**config.mk**
```make
export PLATFORM = sky130hd
export DESIGN_NAME = reset_sequencer
export DESIGN_NICKNAME = d
export VERILOG_FILES = /design/src/rtl/reset_sequencer.sv
export SDC_FILE = /design/constraint.sdc
export NUM_CORES = 1
export LEC_CHECK = 0
export BUFFER_PORTS_ARGS = -buffer_cell sky130_fd_sc_hd__buf_2
export CORE_MARGIN = 5
export CORE_UTILIZATION = 47
export DETAILED_ROUTE_END_ITERATION = 7
export HOLD_SLACK_MARGIN = 0.08
export PLACE_DENSITY = 0.65
export SLEW_MARGIN = 10
export SYNTH_ARGS = -nofsm -noshare
export SYNTH_HDL_FRONTEND = slang
export SYNTH_SLANG_ARGS = --single-unit
```
**constraint.sdc**
```tcl
create_clock -name CLK_CPU -period 2.3 [get_ports CLK_CPU]
set_clock_uncertainty 0.15 [all_clocks]
set_input_delay 0.46 -clock CLK_CPU [delete_from_list [all_inputs] [get_ports CLK_CPU]]
set_output_delay 0.46 -clock CLK_CPU [all_outputs]
set_load 0.03 [all_outputs]
```
**src/rtl/reset_sequencer.sv**
```systemverilog
// Board-level reset generator: synchronises and filters pll_locked, then releases
// NUM_DOMAINS reset domains in index order, re-sequencing on lock loss or software request.
module reset_sequencer #(
  parameter int NUM_DOMAINS     = 4,
  parameter int SYNC_STAGES     = 3,
  parameter int LOCK_FILTER     = 16,
  parameter int STEP_CYCLES     = 8,
  parameter int LED_HALF_PERIOD = 8000000
) (
  input  logic                   CLK_CPU,
  input  logic                   resetp,
  input  logic                   pll_locked,
  input  logic                   sw_reset_req,
  output logic [NUM_DOMAINS-1:0] domain_resetp,
  output logic [NUM_DOMAINS-1:0] domain_resetn,
  output logic                   all_released,
  output logic                   seq_busy,
  output logic [7:0]             lock_lost_cnt,
  output logic                   LED
);

  // The state register acts as the last synchroniser stage, so the explicit chain is one shorter.
  localparam int CHAIN = SYNC_STAGES - 1;
  localparam int FW    = $clog2(LOCK_FILTER + 1);
  localparam int SW    = $clog2(STEP_CYCLES + 1);
  localparam int LW    = $clog2(LED_HALF_PERIOD + 1);
  localparam int IW    = $clog2(NUM_DOMAINS + 1);

  localparam logic [FW-1:0] FCNT_LAST = FW'(LOCK_FILTER - 1);
  localparam logic [SW-1:0] SCNT_LAST = SW'(STEP_CYCLES - 1);
  localparam logic [LW-1:0] LCNT_LAST = LW'(LED_HALF_PERIOD - 1);
  localparam logic [IW-1:0] IDX_LAST  = IW'(NUM_DOMAINS - 1);

  typedef enum logic [2:0] {
    WAIT_LOCK,
    FILTER,
    RELEASE,
    RUN,
    SW_HOLD
  } state_t;

  state_t                 state_q;
  logic [CHAIN-1:0]       sync_q;
  logic [CHAIN:0]         sync_in;
  logic                   lock_s;
  logic [FW-1:0]          fcnt_q;
  logic [SW-1:0]          scnt_q;
  logic [LW-1:0]          lcnt_q;
  logic [IW-1:0]          idx_q;
  logic [NUM_DOMAINS-1:0] dom_q;
  logic                   all_rel_q;
  logic                   busy_q;
  logic                   led_q;
  logic [7:0]             lost_q;
  logic [7:0]             lost_d;
  logic                   lock_drop;
  logic [NUM_DOMAINS-1:0] rel_mask;

  assign sync_in = {sync_q, pll_locked};
  assign lock_s  = sync_in[CHAIN];

  always_ff @(posedge CLK_CPU) begin
    if (resetp) begin
      sync_q <= '0;
    end else begin
      sync_q <= sync_in[CHAIN-1:0];
    end
  end

  for (genvar gi = 0; gi < NUM_DOMAINS; gi++) begin : g_rel
    assign rel_mask[gi] = (idx_q == IW'(gi));
  end

  assign lock_drop = !lock_s && (state_q == RELEASE || state_q == RUN || state_q == SW_HOLD);
  assign lost_d    = (lost_q == 8'hFF) ? lost_q : lost_q + 8'd1;

  always_ff @(posedge CLK_CPU) begin
    if (resetp) begin
      state_q   <= WAIT_LOCK;
      fcnt_q    <= '0;
      scnt_q    <= '0;
      lcnt_q    <= '0;
      idx_q     <= '0;
      dom_q     <= '1;
      all_rel_q <= 1'b0;
      busy_q    <= 1'b0;
      led_q     <= 1'b0;
      lost_q    <= '0;
    end else if (!lock_s && state_q != WAIT_LOCK) begin
      // Losing lock anywhere re-asserts every domain; only a loss after filtering is counted.
      state_q   <= WAIT_LOCK;
      dom_q     <= '1;
      all_rel_q <= 1'b0;
      busy_q    <= 1'b0;
      led_q     <= 1'b0;
      if (lock_drop) begin
        lost_q <= lost_d;
      end
    end else begin
      unique case (state_q)
        WAIT_LOCK: begin
          if (lock_s) begin
            state_q <= FILTER;
            fcnt_q  <= '0;
            busy_q  <= 1'b1;
            led_q   <= 1'b1;
          end
        end
        FILTER: begin
          if (fcnt_q == FCNT_LAST) begin
            state_q <= RELEASE;
            idx_q   <= '0;
            scnt_q  <= '0;
          end else begin
            fcnt_q <= fcnt_q + FW'(1);
          end
        end
        RELEASE: begin
          if (scnt_q == SCNT_LAST) begin
            dom_q  <= dom_q & ~rel_mask;
            scnt_q <= '0;
            idx_q  <= idx_q + IW'(1);
            if (idx_q == IDX_LAST) begin
              state_q   <= RUN;
              all_rel_q <= 1'b1;
              busy_q    <= 1'b0;
              led_q     <= 1'b1;
              lcnt_q    <= '0;
            end
          end else begin
            scnt_q <= scnt_q + SW'(1);
          end
        end
        RUN: begin
          if (sw_reset_req) begin
            state_q   <= SW_HOLD;
            dom_q     <= '1;
            scnt_q    <= '0;
            all_rel_q <= 1'b0;
            busy_q    <= 1'b1;
            led_q     <= 1'b1;
          end else if (lcnt_q == LCNT_LAST) begin
            led_q  <= ~led_q;
            lcnt_q <= '0;
          end else begin
            lcnt_q <= lcnt_q + LW'(1);
          end
        end
        SW_HOLD: begin
          if (scnt_q == SCNT_LAST) begin
            state_q <= RELEASE;
            idx_q   <= '0;
            scnt_q  <= '0;
          end else begin
            scnt_q <= scnt_q + SW'(1);
          end
        end
        default: begin
          state_q <= WAIT_LOCK;
          dom_q   <= '1;
        end
      endcase
    end
  end

  assign domain_resetp = dom_q;
  assign domain_resetn = ~dom_q;
  assign all_released  = all_rel_q;
  assign seq_busy      = busy_q;
  assign lock_lost_cnt = lost_q;
  assign LED           = led_q;

endmodule

```
Word level (Yosys, flattened, before mapping)
Index checks and enable logic that the tools add are counted.
{"block": "word_totals", "ff_bits": 55, "word_cells": 107}
{"block": "op_classes", "add_sub_neg": 5, "eq_ne": 20, "mux": 38, "bitwise": 7, "reduce_logical": 26}
{"cell": "$mux W23", "n": 4}
{"cell": "$pmux W23 S2", "n": 1}
{"cell": "$mux W3", "n": 9}
{"cell": "$pmux W4 S3", "n": 2}
{"cell": "$add A23 B1 Y23 const B", "n": 1}
{"cell": "$eq A23 B23 Y1 const B", "n": 1}
{"cell": "$mux W4", "n": 5}
{"cell": "$reduce_and A5 Y1", "n": 4}
{"cell": "$pmux W3 S5", "n": 1}
{"cell": "$eq A3 B2 Y1 const B", "n": 4}
{"cell": "$ne A2 B2 Y1 const B", "n": 6}
{"cell": "$reduce_and A4 Y1", "n": 3}
{"cell": "$reduce_bool A3 Y1", "n": 4}
{"cell": "$mux W5", "n": 2}
{"cell": "$pmux W5 S2", "n": 1}
{"cell": "$mux W1", "n": 9}
{"cell": "$pmux W3 S3", "n": 1}
{"cell": "$add A8 B1 Y8 const B", "n": 1}
{"cell": "$eq A8 B8 Y1 const B", "n": 1}
{"cell": "$not A4 Y4", "n": 2}
{"cell": "$eq A3 B1 Y1 const B", "n": 2}
{"cell": "$logic_not A3 Y1", "n": 2}
{"cell": "$pmux W1 S3", "n": 2}
{"cell": "$reduce_and A3 Y1", "n": 2}
{"cell": "18 further kinds", "n": 26}

Logic depth before layout (Yosys ltp)
{"block": "depth", "depth_word": 5, "mapped_depth": 8, "depth_no_buf": 8}

Worst setup path after synthesis
No wires, ideal clock.
{"block": "synth_timing", "path_kind": "reg2reg", "startpoint": "reg idx_q[0]", "endpoint": "reg lcnt_q[22]", "arrival_ns": 1.836, "t_required_ns": 2.080, "slack_ns": 0.245, "path_stages_with_launch": 9, "n_path_buf": 1, "cell_sequence": "dfxtp_1 ha_1 ha_1 nand4b_1 a311oi_2 buf_4 nand3_1 or3_1 a21oi_1"}
{"block": "synth_between", "elab_chain_cells": 3}
{"element": "from (decl)", "line_no": "49", "text": "logic [IW-1:0] idx_q;"}
{"element": "from (signal assigned)", "line_no": "122", "text": "idx_q <= idx_q + IW'(1);"}
{"element": "$eq A3 B2 Y1", "line_no": "123", "text": "if (idx_q == IDX_LAST) begin"}
{"element": "$ne A2 B2 Y1 (no source line)"}
{"element": "$reduce_and A5 Y1 (no source line)"}
{"element": "to (signal assigned)", "line_no": "146", "text": "lcnt_q <= lcnt_q + LW'(1);"}
{"element": "to (decl)", "line_no": "48", "text": "logic [LW-1:0] lcnt_q;"}
No other way between the ends.
A chain may end at the register's enable or synchronous reset.

Worst setup path in the final report
{"block": "layout_timing", "startpoint": "reg idx_q[1]", "endpoint": "reg lcnt_q[22]"}
Same word-level chain as after synthesis.

==> flow_summary.ini <==
[final_layout]
area_growth_pct = 11.4
fill_cells = 558
multi_input_area_um2 = 1700
final_nets = 394
n_antenna_cell = 0
seq_area_um2 = 1100
layout-drive-gt1-share = 0.152

[worst_hold_path]
hold_class = in -> reg
worstHoldEndpoint = sync_q[0]$_SDFF_PP0_
hold_depth = 2
min-delay-start = pll_locked

[die]
die-area_um2 = 7930
die_h_um = 89.1
placementRows = 28
start_util = 0.490
core_area_um2 = 5990
ioPinCount = 23
die_w_um = 89.1

[logic_synthesis]
ys_async_sr_fraction = 0
synth_top_area_frac = 0.375
synth_edf_count = 0
synthTopCellsByArea = dfxtp_1 (37%), xor2_1 (5.7%), nor2_1 (5.6%), ha_1 (4.3%), nand4_1 (4.0%)
ys.flop_type = dfxtp_1
avgSynthCellArea_um2 = 8.32
ys_types = 53
ys_ff_latch = 55
seq_area_frac_synth = 0.375
synth_area_leader_cell = dfxtp_1
syn_nets = 367
synthCells = 353
syn-cell-area_um2 = 2940
ys.warnings.count = 0

[timing]
period_share = 0.929
fmax_ghz = 0.468
slew_headroom = 0.681
slew_viol_final = 0
tns_ps = 0
worstMarginPinSlew_ps = 474
worst_slack_ps = 164
setup_viol = 0
final_hold_viol_count = 0
finalCriticalPeriod_ps = 2140
rsz0062_at_grt = no

[detailed_routing]
drc = 0
viasPerCell = 5.70
first_iter_violations = 132
wl_um = 6590
num_vias = 2597
drt-pass1-iter-count = 4
wire_per_inst_um = 14.5
detail-route-antenna-nets = 0

[grt]
overflow = 0
grt_pass1_wl_um = 11300
grt_start_max_net_pins = 19
use_met1 = 0.243
met2_usage = 0.294
antenna_found_initial = 0
grt_pass1_vias = 2483
grt_use_met3 = 0.0323
busiest_layer = met2
track_usage = 0.179

[clock_network]
path_clk_slew_ps = 100
cts_buffer_depth = 2
clock_sink_count = 55
hold_buffers = 0
clk_latency_ps = 310
root_buffer = clkbuf_8
cts_buffers = 5
cts_tree = built
htree_levels = 2

[place]
dp_slack_ps = 92.9
io_buffers = 22
gp_congestion = 0.821
dp.final_hpwl_um = 4810

[worst_setup_path]
critical_path_class = reg -> reg
crit_required_ps = 2400
cp_max_fo = 12
cp.arrival_ps = 2240
worstReg2RegStart = idx_q[1]$_SDFFE_PP0P_
r2r.worst_path.cells = 8
end_kind = flip-flop
startpoint_type = flip-flop
reg2reg_to = lcnt_q[22]$_SDFFE_PP0P_
reg2reg_slack_ps = 160

[power]
power_density_nw_per_um2 = 485
p_total_mw = 1.59
irDropWorstVdd_mv = 0.303
cellLeakagePower_nw = 1.29

[flow_run]
maxCapViolCount = 0

[status]
outcome = complete, no violations
==> worst max-delay path by stage <==
stage / from / endpoint / slack (ps) / cells after the start
floorplan: idx_q[0]$_SDFFE_PP0P_ / lcnt_q[22]$_SDFFE_PP0P_ / 240 / 8
global placement: lcnt_q[0]$_SDFFE_PP0P_ / lcnt_q[9]$_SDFFE_PP0P_ / 170 / 6
detailed placement: lcnt_q[0]$_SDFFE_PP0P_ / lcnt_q[0]$_SDFFE_PP0P_ / 90 / 6
CTS: lcnt_q[0]$_SDFFE_PP0P_ / lcnt_q[0]$_SDFFE_PP0P_ / 80 / 6
global route: idx_q[1]$_SDFFE_PP0P_ / lcnt_q[22]$_SDFFE_PP0P_ / 9 / 8
finish: idx_q[1]$_SDFFE_PP0P_ / lcnt_q[22]$_SDFFE_PP0P_ / 160 / 8
==> metal layers <==
metal,share of wire,vias up,wire length (µm)
met5,0,-,0
met4,0.010,0,68
met3,0.043,7,283
met2,0.46,64,3020
met1,0.49,1196,3220
li1,-,1330,-
==> state kept, by name, summed over array words and instances, names as in the netlist <==
| name | cells |
|---|---|
| LED | 1 |
| all_released | 1 |
| domain_resetp | 4 |
| fcnt_q | 5 |
| idx_q | 3 |
| lcnt_q | 23 |
| lock_lost_cnt | 8 |
| scnt_q | 4 |
| seq_busy | 1 |
| state_q | 3 |
| sync_q | 2 |
==> per-stage QoR <==
| stage | area [µm²] | cells | hold slack, ps | util |
|---|---|---|---|---|
| 3_3_place_gp | 3170 | 448 | 290 | 0.529 |
| 2_1_floorplan | 2940 | 353 | 264 | - |
| 4_1_cts | 3270 | 456 | 219 | 0.546 |
| 6_report | 3270 | 456 | 224 | 0.546 |
| 5_1_grt | 3270 | 456 | 228 | 0.546 |
| 3_5_place_dp | 3170 | 448 | 280 | 0.529 |
==> cell usage after synthesis, types with 7 or more instances <==
library cell / number
a21oi_1: 21
a31oi_1: 11
and3_1: 10
buf_2: 8
dfxtp_1: 55
ha_1: 10
inv_1: 17
nand2_1: 20
nand3_1: 12
nand4_1: 19
nor2_1: 44
nor2b_1: 7
o21ai_0: 13
xor2_1: 19
==> cell type report <==
class,count,area share
clock inverters,2,0.00497
flip-flops and latches,55,0.336
well taps,75,0.0287
inverters,17,0.0195
multi-input cells,265,0.518
repair buffers,36,0.0669
clock buffers,6,0.0252
==> cells in the final DEF (no fill, tap or decap), types with 3 or more instances in the layout <==
cell      netlist  final
a211oi_1        4      4
a21o_1          6      5
nand3b_1        4      4
clkbuf_8        0      6
a31oi_1        11     11
nand2_1        20     20
nor2b_1         7      7
xnor2_1         5      5
dfxtp_1        55     55
nor4_1          3      3
o21ai_0        13     13
or3_1           3      3
nand4_1        19     19
a21oi_1        21     21
buf_2           8     22
inv_1          17     17
nor3_1          6      6
buf_4           2     13
ha_1           10     10
nand3_1        12     12
or2_2           3      3
and3_1         10     10
a41oi_1         3      3
nor2_1         44     44
xor2_1         19     19
a311oi_1        3      3
or4_1           6      6
==> repair_timing <==
item,4_1_cts,5_1_grt
gates resized for setup,0,2
hold endpoints to repair,0,0
buffers inserted,0,0
endpoints found under the setup margin,0,13
==> critical path, stage by stage (launching register included) <==
cell and delay [ps]:
dfxtp_1 380, ha_1 160, ha_1 170, nand4b_1 150, a311oi_2 320, buf_6 190, nand3_1 110, or3_1 320
a21oi_1 130
==> logic make-up after synthesis <==
family,after synthesis,share of synthesized area
buf+inv,33,0.0481
flops,55,0.375
mux,2,0.00724
compound gates,75,0.168
xor+xnor,24,0.0715
fa+ha+maj,10,0.0426
simple gates,154,0.288
==> power breakdown <==
group	leakage, nW	switching, mW	total (mW)	internal, mW
logic	0.803	0.0416	0.0619	0.0203
registers	0.444	0.00652	0.963	0.956
clock network	0.0474	0.316	0.562	0.246
No activity file was read; power rests on OpenSTA's default activity.
